$ cat config.mk
export PLATFORM = sky130hd
export DESIGN_NAME = memory_port_arbiter
export DESIGN_NICKNAME = d
export VERILOG_FILES = /design/src/rtl/mem_arb_pkg.sv /design/src/rtl/rr_pick2.sv /design/src/rtl/memory_port_arbiter.sv
export SDC_FILE = /design/constraint.sdc
export NUM_CORES = 1
export LEC_CHECK = 0
export CAP_MARGIN = 10
export CORE_AREA = 2 2 136 98
export DETAILED_ROUTE_END_ITERATION = 10
export DIE_AREA = 0 0 138 100
export PLACE_DENSITY = 0.75
export RECOVER_POWER = 25
export SKIP_CTS_REPAIR_TIMING = 1
export SLEW_MARGIN = 20
export SYNTH_ARGS = -nofsm -noshare
export SYNTH_HDL_FRONTEND = slang
export SYNTH_HIERARCHICAL = 1
export SYNTH_SLANG_ARGS = --single-unit
$ cat constraint.sdc
create_clock -name clk -period 1.6 [get_ports clk]
set_clock_uncertainty 0.05 [all_clocks]
set_input_delay 0.24 -clock clk [delete_from_list [all_inputs] [get_ports clk]]
set_output_delay 0.24 -clock clk [all_outputs]
set_load 0.02 [all_outputs]
$ cat src/rtl/mem_arb_pkg.sv
// rtl/mem_arb_pkg.sv - shared types and constants for the memory port arbiter
//
// Purpose: FSM state encoding, default bus widths and grant encodings shared
//          by memory_port_arbiter and rr_pick2.
// Ports:   none (package).
package mem_arb_pkg;

  localparam int ARB_ADDR_W = 8;   // 5-bit index + 3-bit tag
  localparam int ARB_DATA_W = 32;

  // Grant encodings, also used for the lastGrant register.
  localparam logic GRANT_I = 1'b0;
  localparam logic GRANT_D = 1'b1;

  typedef enum logic [1:0] {
    IDLE    = 2'd0,
    SERVE_I = 2'd1,
    SERVE_D = 2'd2,
    DONE    = 2'd3
  } arb_state_t;

endpackage

$ cat src/rtl/rr_pick2.sv
// rtl/rr_pick2.sv - combinational two-input round-robin picker
//
// Purpose: choose between the I-side and D-side requests; on a tie the side
//          that did not win last time is chosen.
// Ports:
//   ireq, dreq  in   request pair
//   last_grant  in   side granted most recently (GRANT_I / GRANT_D)
//   valid       out  at least one request is present
//   grant       out  chosen side (meaningful only when valid)
module rr_pick2
  import mem_arb_pkg::*;
(
  input  logic ireq,
  input  logic dreq,
  input  logic last_grant,
  output logic valid,
  output logic grant
);

  always_comb begin
    valid = ireq | dreq;
    grant = GRANT_I;
    if (ireq && dreq) begin
      grant = (last_grant == GRANT_I) ? GRANT_D : GRANT_I;
    end else if (dreq) begin
      grant = GRANT_D;
    end
  end

endmodule

$ cat src/rtl/memory_port_arbiter.sv
// rtl/memory_port_arbiter.sv - shares one main-memory port between I- and D-cache
//
// Purpose: grants one cache controller at a time (round-robin on ties), runs
//          the memory read/write handshake, returns read data with a one-cycle
//          acknowledge, and aborts with err when memory never answers.
// Ports:
//   clk, reset          clock, asynchronous active-low reset
//   iReq/iAddr          I-cache read request (held until iAck)
//   iAck/iRData         I-cache completion pulse and read data
//   dReq/dWrite/dAddr/dWData  D-cache request (held until dAck)
//   dAck/dRData         D-cache completion pulse and read data
//   MsRead/MsWrite      memory command strobes (never both high)
//   MsAddr/MsWData      memory address and write data
//   MsRData/MsReady     memory read data and completion
//   err                 high together with Ack when the transaction timed out
module memory_port_arbiter
  import mem_arb_pkg::*;
#(
  parameter int ADDR_W  = ARB_ADDR_W,
  parameter int DATA_W  = ARB_DATA_W,
  parameter int TIMEOUT = 15
) (
  input  logic              clk,
  input  logic              reset,
  input  logic              iReq,
  input  logic [ADDR_W-1:0] iAddr,
  output logic              iAck,
  output logic [DATA_W-1:0] iRData,
  input  logic              dReq,
  input  logic              dWrite,
  input  logic [ADDR_W-1:0] dAddr,
  input  logic [DATA_W-1:0] dWData,
  output logic              dAck,
  output logic [DATA_W-1:0] dRData,
  output logic              MsRead,
  output logic              MsWrite,
  output logic [ADDR_W-1:0] MsAddr,
  output logic [DATA_W-1:0] MsWData,
  input  logic [DATA_W-1:0] MsRData,
  input  logic              MsReady,
  output logic              err
);

  localparam int WD_W = $clog2(TIMEOUT);
  localparam logic [WD_W-1:0] WD_LAST = WD_W'(TIMEOUT - 1);

  arb_state_t        state_q, state_d;
  logic              last_q, last_d;
  logic [WD_W-1:0]   wd_q, wd_d;
  logic [ADDR_W-1:0] addr_d;
  logic [DATA_W-1:0] wdata_d;
  logic              rd_d, wr_d;
  logic              iack_d, dack_d, err_d;
  logic [DATA_W-1:0] irdata_d, drdata_d;

  logic pick_valid, pick_grant;

  rr_pick2 u_pick (
    .ireq       (iReq),
    .dreq       (dReq),
    .last_grant (last_q),
    .valid      (pick_valid),
    .grant      (pick_grant)
  );

  // Next-state and next-output logic. The memory-side outputs are themselves
  // the latched command registers, so they stay stable through SERVE.
  always_comb begin
    state_d  = state_q;
    last_d   = last_q;
    wd_d     = wd_q;
    addr_d   = MsAddr;
    wdata_d  = MsWData;
    rd_d     = MsRead;
    wr_d     = MsWrite;
    iack_d   = 1'b0;
    dack_d   = 1'b0;
    err_d    = err;
    irdata_d = iRData;
    drdata_d = dRData;

    case (state_q)
      IDLE: begin
        if (pick_valid) begin
          last_d = pick_grant;
          wd_d   = '0;
          err_d  = 1'b0;
          if (pick_grant == GRANT_D) begin
            addr_d  = dAddr;
            wdata_d = dWData;
            rd_d    = ~dWrite;
            wr_d    = dWrite;
            state_d = SERVE_D;
          end else begin
            addr_d  = iAddr;
            wdata_d = '0;
            rd_d    = 1'b1;
            wr_d    = 1'b0;
            state_d = SERVE_I;
          end
        end
      end

      SERVE_I, SERVE_D: begin
        if (MsReady) begin
          // Completion beats the watchdog when both happen in the same cycle.
          if (MsRead) begin
            if (state_q == SERVE_I) irdata_d = MsRData;
            else                    drdata_d = MsRData;
          end
          err_d   = 1'b0;
          rd_d    = 1'b0;
          wr_d    = 1'b0;
          iack_d  = (state_q == SERVE_I);
          dack_d  = (state_q == SERVE_D);
          state_d = DONE;
        end else if (wd_q == WD_LAST) begin
          // Give up; read data registers keep their previous contents.
          err_d   = 1'b1;
          rd_d    = 1'b0;
          wr_d    = 1'b0;
          iack_d  = (state_q == SERVE_I);
          dack_d  = (state_q == SERVE_D);
          state_d = DONE;
        end else begin
          wd_d = wd_q + 1'b1;
        end
      end

      DONE: begin
        // Ack/err were raised on entry; this bubble lets the requester drop req.
        err_d   = 1'b0;
        state_d = IDLE;
      end

      default: state_d = IDLE;
    endcase
  end

  always_ff @(posedge clk or negedge reset) begin
    if (!reset) begin
      state_q <= IDLE;
      last_q  <= GRANT_I;
      wd_q    <= '0;
      MsAddr  <= '0;
      MsWData <= '0;
      MsRead  <= 1'b0;
      MsWrite <= 1'b0;
      iAck    <= 1'b0;
      dAck    <= 1'b0;
      err     <= 1'b0;
      iRData  <= '0;
      dRData  <= '0;
    end else begin
      state_q <= state_d;
      last_q  <= last_d;
      wd_q    <= wd_d;
      MsAddr  <= addr_d;
      MsWData <= wdata_d;
      MsRead  <= rd_d;
      MsWrite <= wr_d;
      iAck    <= iack_d;
      dAck    <= dack_d;
      err     <= err_d;
      iRData  <= irdata_d;
      dRData  <= drdata_d;
    end
  end

endmodule
==> results_dict.tcl, run 1 <==
set metrics [dict create \
    grt_pass1_wl_mm 20.31 \
    grt_use_total 0.1859 \
    initial_core_util 0.3763 \
    r2r_end "dRData[18]" \
    min_path_type "input pin to register" \
    synthAdderAreaFrac 0.01571 \
    fin_nets 709 \
    cts_buffers 17 \
    post_drt_via_cell_ratio 4.849 \
    grt_max_degree 59 \
    synth_compound_area_frac 0.08170 \
    final_util 0.6449 \
    dieHeight_microns 100 \
    synth.area.mux_share 0.1723 \
    cts_root_buf "clkbuf_16" \
    die_w_microns 138 \
    max_slew_margin 0.3259 \
    r2r_start "state_q[0]" \
    grt_pass1_vias 4045 \
    clock_latency_ps 400 \
    routed_wl_mm 13.27 \
    design_area_sq_um 8190 \
    gp_congestion 0.8577 \
    crit_path_start "state_q[0]" \
    antenna_left 0 \
    endpoint_kind "register" \
    worst_ir_drop_vdd_mv 1.174 \
    leakage_nw 4.867 \
    ff2ff_path_depth 5 \
    tightest_slew_ps 1011 \
    drt_pass1_iterations 5 \
    antenna_found_initial 0 \
    synth_top_family_by_area "multiplexers" \
    yosys-top-cells-area "dfrtp_1, mux2_2, nand2_1, o21ai_0, mux2i_1" \
    hold_ws_ps 340.3 \
    period_needed_ps 1628 \
    clock_path_buffers 2 \
    drv_cap 0 \
    min_period_over_period 1.018 \
    drive_gt1_frac 0.2381 \
    yosysWarnings 6 \
    postSynthNetCount 482 \
    postLayoutSetupSlackWorst_ps -28.05 \
    powerDensity_nw_per_um2 2032 \
    syn_avg_cell_area_sq_um 12.25 \
    cts.sinks 116 \
    std_cell_rows 35 \
    netlist_area_sq_um 4778 \
    final_max_slew_viol_count 0 \
    yosysSeqAreaShare 0.6075 \
    cp_data_arrival_time_ps 1860 \
    synth-seq-cells 116 \
    cp.required_ps 1830 \
    wl_per_cell_microns 16.67 \
    vias 3860 \
    ys_types 40 \
    tns_ps -322.6 \
    htree_num_levels 4 \
    hold_viol 0 \
    io_buffer_count 194 \
    cts_tree "built" \
    drc 0 \
    path_class "register to register" \
    fmax_mhz 614.2 \
    dpl.hpwl_mm 9.088 \
    setup_viol 26 \
    die_area_sq_um 13800 \
    crit_end "dRData[18]" \
    grt_setup_unrepaired "true" \
    synthXorXnorAreaFrac 0 \
    totalPowerFinal_mw 16.64 \
    regToRegSetupSlack_ps -30 \
    coreArea_sq_um 12700 \
    synth_top_area_share 0.6075 \
    syn2layout_area_growth_pct 71.41 \
    antenna_cells 0 \
    drt-initial-drc-count 156 \
    violations "setup timing" \
    outcome "finished, violations left" \
    worstSetupStartpointType "register" \
    synthSimpleGateAreaFrac 0.09610 \
    yosysTopAreaCell "dfrtp_1" \
    pin_count 195 \
    fill_cells 941 \
    gr-total-overflow 0 \
    synthCells 390 \
    clkTransAtPathRegs_ps 60 \
    crit_path_max_fanout 15 \
    dpl_cell_area_sq_um 7162 \
]
-- worst min path at each step --
stage / startpoint / end / slack (ps) / depth (start not counted)
after global routing: dWData[8] / MsWData[8] / 350 / 3
after global placement: reset / dRData[14] / 70 / 1
after CTS: reset / dRData[10] / -370 / 1
after floorplan: reset / MsAddr[0] / -110 / 0
after detailed placement: reset / dRData[10] / 70 / 1
final: dWData[27] / MsWData[27] / 340 / 3
-- stage by stage --
step / setup WS (ps) / std cells
after floorplan: 12.14 / 390
after global placement: -217.8 / 758
after detailed placement: -299.3 / 758
after CTS: -251.4 / 790
after global routing: -81.29 / 796
final: -28.05 / 796
-- metal layers --
layer	vias to the layer above	share of wire	wire length (microns)	global-route usage
met2	125	0.50	6640	0.3039
met5	-	0	0	0
li1	1810	-	-	-
met4	0	0.011	144	0.06515
met3	15	0.064	856	0.07156
met1	1910	0.42	5630	0.2283
-- flip-flops by register name (all words and copies together), names as in the netlist --
register,flops
MsWrite,1
MsWData,32
wd_q,4
iAck,1
last_q,1
MsRead,1
err,1
dAck,1
MsAddr,8
state_q,2
dRData,32
iRData,32
-- kinds of logic after synthesis --
family                     after synthesis
AOI/OAI and AO/OA                       65
adders and majority gates                6
buffers and inverters                   28
DFF                                    116
muxes                                   74
and+or+nand+nor                        101
-- critical path: stages (launching register included) --
cell      delay, ps
dfrtp_1         380
inv_2            70
ha_4            320
nand4b_4        190
buf_12          220
mux2_2          280
-- area by class of cell --
class	count	area, sq um	share of cell area
Sequential cell	116	2903	0.3544
Timing Repair Buffer	232	2630	0.3211
Multi-Input combinational cell	246	1829	0.2233
Clock buffer	18	429.2	0.05240
Tap cell	166	207.7	0.02536
Clock inverter	14	176.4	0.02154
Inverter	4	15.01	0.001833
-- Yosys cell counts, drive strengths merged --
| master | count |
|---|---|
| a211oi | 1 |
| a21bo | 1 |
| a21boi | 1 |
| a21o | 1 |
| a21oi | 5 |
| a22o | 2 |
| a31o | 1 |
| a31oi | 1 |
| a41oi | 1 |
| and3 | 2 |
| and3b | 1 |
| buf | 13 |
| clkbuf | 11 |
| dfrtp | 116 |
| ha | 6 |
| inv | 4 |
| mux2 | 66 |
| mux2i | 8 |
| nand2 | 76 |
| nand2b | 4 |
| nand3 | 2 |
| nand3b | 2 |
| nand4 | 1 |
| nand4b | 4 |
| nor2 | 1 |
| nor2b | 2 |
| nor3 | 2 |
| nor4 | 1 |
| o211ai | 2 |
| o21ai | 43 |
| o21ba | 1 |
| o221ai | 2 |
| o22a | 1 |
| o22ai | 1 |
| o2bb2a | 1 |
| or2 | 2 |
| or4b | 1 |
-- power breakdown --
| group | internal [mW] | switching [mW] |
|---|---|---|
| logic | 3.97 | 3.82 |
| registers | 4.25 | 0.737 |
| clock network | 2.46 | 1.40 |
-- cell usage in the layout, fill, tap and decap left out, drive strengths merged, types with 3 or more instances in the layout --
cell	count
inv	7
clkinvlp	5
buf	35
dfrtp	116
clkinv	3
nand2b	4
dlymetal6s2s	109
bufinv	3
mux2	66
nand4b	4
clkdlybuf4s50	84
o21ai	43
clkbuf	21
mux2i	8
a21oi	5
ha	6
nand2	76
Note: power is estimated with default switching activity, not from simulation.
==> run 2, diff against run 1 <==
--- a/config.mk
+++ b/config.mk
@@ -5,8 +5,10 @@
 export SDC_FILE = /design/constraint.sdc
 export NUM_CORES = 1
 export LEC_CHECK = 0
+export ABC_AREA = 1
 export CAP_MARGIN = 10
 export CORE_AREA = 2 2 136 98
+export CTS_CLUSTER_SIZE = 16
 export DETAILED_ROUTE_END_ITERATION = 10
 export DIE_AREA = 0 0 138 100
 export PLACE_DENSITY = 0.75
==> results_dict.tcl, run 2 <==
set metrics [dict create \
    layout.cells.most_common "nand2_1" \
    setup_viol 0 \
    cp_data_arrival_time_ps 1770 \
    crit_path_frequent_cell "buf_4" \
    die_w_microns 138 \
    synth-edff-count 0 \
    worstSetupStartpointType "register" \
    cts_buffers 17 \
    min_period_over_period 0.9576 \
    gr-total-overflow 0 \
    final_util 0.6422 \
    antenna_cells 0 \
    max_slew_margin 0.5834 \
    initial_core_util 0.3757 \
    std_cell_rows 35 \
    fin_nets 817 \
    grt_pass1_wl_mm 21.86 \
    min_path_type "input pin to register" \
    pwr-share-clk 0.259 \
    yosysMostFrequentCell "nand2_1" \
    drc 0 \
    vias 4245 \
    p_sw_mw 6.175 \
    io_buffer_count 194 \
    cts.sinks 116 \
    tightest_slew_ps 624.9 \
    yosysSeqAreaShare 0.6084 \
    syn_avg_cell_area_sq_um 9.373 \
    cts_tree "built" \
    grt_use_total 0.1983 \
    routed_wl_mm 14.48 \
    pin_count 195 \
    cts_root_buf "clkbuf_16" \
    yosysWarnings 6 \
    cp_top_family "buffers and inverters" \
    tns_ps 0 \
    die_area_sq_um 13800 \
    final_max_slew_viol_count 0 \
    final_cell_mix "nand2_1, dfrtp_1, dlymetal6s2s_1" \
    wl_per_cell_microns 16.02 \
    path_class "register to register" \
    dieHeight_microns 100 \
    seqPwrFrac 0.291 \
    design_area_sq_um 8155 \
    max_stage_delay_ps 340 \
    synth_commonest_cells "nand2_1, dfrtp_1, o21ai_1" \
    p_comb_frac 0.449 \
    netlist_area_sq_um 4771 \
    path_cells "inv_1 > buf_4 > ha_2 > inv_2 > nand4_4 > buf_4 > buf_12 > nand2_1 > o21ai_2" \
    synthCells 509 \
    post_drt_via_cell_ratio 4.696 \
    htree_num_levels 4 \
    fmax_mhz 652.7 \
    postSynthNetCount 601 \
    synth_top_area_share 0.6084 \
    drive_gt1_frac 0.1314 \
    dpl_cell_area_sq_um 7034 \
    p_int_mw 10.56 \
    crit_path_max_fanout 8 \
    syn2layout_area_growth_pct 70.94 \
    leakage_nw 5.114 \
    p_sw_frac 0.3690 \
    coreArea_sq_um 12700 \
    slowest_stage "dfrtp_1" \
    ys.flop_type "dfrtp_1" \
    drt-initial-drc-count 207 \
    period_needed_ps 1532 \
    antenna_found_initial 0 \
    cp.required_ps 1830 \
    powerDensity_nw_per_um2 2052 \
    endpoint_kind "register" \
    clock_path_buffers 2 \
    yosysTopAreaCell "dfrtp_1" \
    synthArstFlopShare 1.000 \
    gp_congestion 0.7833 \
    clkTransAtPathRegs_ps 60 \
    regArea_sq_um 2903 \
    clock_latency_ps 400 \
    outcome "complete, no violations" \
    multiInputGateArea_sq_um 1593 \
    dpl.hpwl_mm 9.806 \
    grt_max_degree 65 \
    grt_pass1_vias 4255 \
    hold_viol 0 \
    drv_cap 0 \
    yosys-top-cells-area "dfrtp_1, nand2_1, o21ai_1, o21ai_2, inv_1" \
    path_buf_inv 5 \
    fill_cells 999 \
    reg_top3 "MsWData: 32 flops, dRData: 32 flops, iRData: 32 flops" \
    worst_ir_drop_vdd_mv 1.128 \
    drt_pass1_iterations 5 \
    synth-seq-cells 116 \
    antenna_left 0 \
    ys_types 18 \
]
==> run 2: cell count changes after synthesis, moves of 25 or more <==
cell,delta
mux2_2,-66
o21ai_0,-43
o21ai_2,+25
nand2_1,+91
inv_1,+37
o21ai_1,+77
==> run 2: per-stage QoR <==
step	total power, mW	cells	hold slack (ps)	setup slack, ps
final	16.73	904	335.9	67.80
after CTS	16.77	896	-309.0	-112.9
after detailed placement	12.34	864	119.3	-142.6
after global routing	17.72	904	325.3	-45.47
after floorplan	8.712	509	-105.6	134.3
after global placement	12.11	864	117.6	-56.73
==> run 2: power groups by stage <==
stage	sequential [mW]	clock [mW]	combinational, mW
5_1_grt	5.05	4.55	8.12
2_1_floorplan	6.31	0	2.40
4_1_cts	4.92	4.41	7.43
3_3_place_gp	4.87	0	7.24
6_report	4.88	4.34	7.52
3_5_place_dp	4.94	0	7.40
==> run 2: final cells by class <==
cell class / instances / area share
clock buffer: 19 / 0.05554
clock inverter: 13 / 0.02808
inverter: 45 / 0.02071
multi-input combinational: 322 / 0.1953
sequential: 116 / 0.3559
tap: 166 / 0.02547
timing repair buffer: 223 / 0.3190
==> run 2: kinds of logic after synthesis <==
family	count (synthesis)	synth area share
AOI/OAI and AO/OA	120	0.1456
xor gates and xnor gates	1	0.001836
adders and majority gates	6	0.01574
buffers and inverters	71	0.06530
DFF	116	0.6084
and+or+nand+nor	195	0.1631
==> run 2: final timing paths <==
check	from	to	slack, ps	cells past startpoint
min reg2reg	dRData[9]	dRData[9]	430	2
min in group asynchronous	reset	dRData[14]	350	2
max reg2reg	state_q[1]	dRData[13]	70	9
max in group asynchronous	reset	MsAddr[2]	230	3
min	dWData[28]	MsWData[28]	340	3
max	state_q[1]	dRData[13]	70	9
==> run 2: worst register-to-register path: cells and delay by family, from the launching register on <==
kind                     cells  cell delay [ps]
flip-flops                   1              340
buffers and inverters        5              620
AND/OR/NAND/NOR              2              170
AO/OA/AOI/OAI                1               60
adder cells (fa/ha/maj)      1              180
==> run 2: per-layer routing <==
metal | global-route usage | part of all wire | up-vias | wire length [microns]
met2 | 0.3290 | 0.51 | 101 | 7338
li1 | - | - | 2064 | -
met4 | 0.08477 | 0.025 | 0 | 356
met3 | 0.03865 | 0.026 | 26 | 373
met1 | 0.2580 | 0.44 | 2054 | 6413
met5 | 0 | 0 | - | 0
==> run 3, diff against run 2 <==
--- a/config.mk
+++ b/config.mk
@@ -7,11 +7,11 @@
 export LEC_CHECK = 0
 export ABC_AREA = 1
 export CAP_MARGIN = 10
-export CORE_AREA = 2 2 136 98
+export CORE_AREA = 2 2 125 91
 export CTS_CLUSTER_SIZE = 16
 export DETAILED_ROUTE_END_ITERATION = 10
-export DIE_AREA = 0 0 138 100
-export PLACE_DENSITY = 0.75
+export DIE_AREA = 0 0 127 93
+export DONT_BUFFER_PORTS = 1
 export RECOVER_POWER = 25
 export SKIP_CTS_REPAIR_TIMING = 1
 export SLEW_MARGIN = 20
==> results_dict.tcl, run 3 (synthesis results as in run 2) <==
set metrics [dict create \
    outcome "finished, violations left" \
    violations "hold timing" \
    gp_congestion 0.7698 \
    tns_ps 0 \
    pin_count 195 \
    fmax_mhz 652.1 \
    p_sw_frac 0.4068 \
    coreArea_sq_um 10650 \
    fill_cells 903 \
    final_cell_mix "nand2_1, dfrtp_1, o21ai_1" \
    post_drt_via_cell_ratio 4.892 \
    leakage_nw 3.100 \
    worstSetupStartpointType "register" \
    cts_buffers 17 \
    r2r_start "state_q[0]" \
    p_comb_frac 0.241 \
    dpl.cell_count 632 \
    antenna_cells 0 \
    htree_num_levels 4 \
    p_int_mw 8.319 \
    cts_root_buf "clkbuf_16" \
    min_path_type "input pin to async pin" \
    crit_path_max_fanout 7 \
    grt_use_total 0.1842 \
    p_sw_mw 5.704 \
    syn2layout_area_growth_pct 34.43 \
    drt-initial-drc-count 196 \
    drv_cap 0 \
    pwr-share-clk 0.287 \
    die_area_sq_um 11810 \
    seqPwrFrac 0.471 \
    grt_pass1_wl_mm 17.04 \
    routed_wl_mm 11.43 \
    period_needed_ps 1534 \
    clkTransAtPathRegs_ps 60 \
    die_w_microns 127 \
    multiInputGateArea_sq_um 1595 \
    antenna_found_initial 0 \
    cts_tree "built" \
    initial_core_util 0.4480 \
    reg_top3 "MsWData: 32 flops, dRData: 32 flops, iRData: 32 flops" \
    cp.required_ps 1830 \
    regArea_sq_um 2903 \
    std_cell_rows 32 \
    cp_data_arrival_time_ps 1760 \
    layout.cells.most_common "nand2_1" \
    antenna_left 0 \
    crit_path_start "state_q[0]" \
    final_util 0.6022 \
    io_buffer_count 0 \
    gr-total-overflow 0 \
    drc 0 \
    fin_nets 685 \
    drive_gt1_frac 0.1403 \
    path_class "register to register" \
    instances_no_fill 742 \
    cts.sinks 116 \
    ff2ff_path_depth 8 \
    hold_ws_ps -514.0 \
    min_period_over_period 0.9584 \
    tightest_slew_ps 288.1 \
    clock_latency_ps 390 \
    drt_pass1_iterations 4 \
    dpl.hpwl_mm 7.330 \
    clock_path_buffers 2 \
    final_max_slew_viol_count 0 \
    grt_max_degree 117 \
    max_slew_margin 0.8079 \
    wl_per_cell_microns 15.40 \
    setup_viol 0 \
    worst_ir_drop_vdd_mv 1.318 \
    endpoint_kind "register" \
    grt_pass1_vias 3223 \
    hold_viol 117 \
    dieHeight_microns 93 \
    vias 3630 \
    powerDensity_nw_per_um2 2186 \
]
run 3: cell count changes in the layout (fill, tap and decap cells not counted), sizes merged:
cell / before / now
buf: 23 / 15
clkbuf: 25 / 18
dlymetal6s2s: 109 / 0
dlygate4sd3: 1 / 76
bufinv: 6 / 4
inv: 45 / 47
clkinvlp: 1 / 2
clkdlybuf4s50: 84 / 0
run 3: through the flow:
step / hold WS, ps / area [sq um] / power [mW] / setup slack (ps)
after floorplan: -105.6 / 4771 / 8.712 / 134.3
after global placement: -103.6 / 4972 / 9.564 / 45.41
after detailed placement: -103.9 / 4972 / 9.730 / -38.02
after CTS: -532.7 / 5613 / 13.85 / -66.24
after global routing: -546.7 / 6414 / 14.90 / -7.620
final: -514.0 / 6414 / 14.02 / 66.48
run 3: path summary, 6_finish.rpt:
kind | end | slack (ps)
min in group clk | MsAddr[7] | 0
worst min register to register | state_q[0] | 480
worst max register to register | MsRead | 70
worst max-delay path | MsRead | 70
worst min-delay path | MsWData[3] | -510
max in group asynchronous | iAck | 1810
run 3: layer usage:
layer | part of all wire | global-route usage | routed length [microns]
met5 | 0 | 0 | 0
met3 | 0.049 | 0.07323 | 562
met4 | 0.011 | 0.07143 | 121
met2 | 0.50 | 0.2715 | 5707
met1 | 0.44 | 0.2456 | 5040
run 3: power by group through the flow:
stage	sequential, mW	clock [mW]	combinational, mW
2_1_floorplan	6.31	0	2.40
3_3_place_gp	6.64	0	2.92
3_5_place_dp	6.65	0	3.08
4_1_cts	6.63	4.14	3.08
5_1_grt	6.75	4.29	3.86
6_report	6.61	4.03	3.38
run 3: layout make-up:
type / instances / area share
well taps: 136 / 0.02653
clock inverters: 14 / 0.03141
flip-flops and latches: 116 / 0.4526
clock buffers: 18 / 0.06847
inverters: 45 / 0.02634
repair buffers: 91 / 0.1459
multi-input cells: 322 / 0.2487
run 3: worst max-delay path, cell delays in order, from the launching register on:
cell     delay, ps
dfrtp_1        390
inv_2           80
ha_4           280
buf_4          140
inv_2           60
o21ai_4        160
nand2_1        130
nand2_1         70
o21ai_1         60
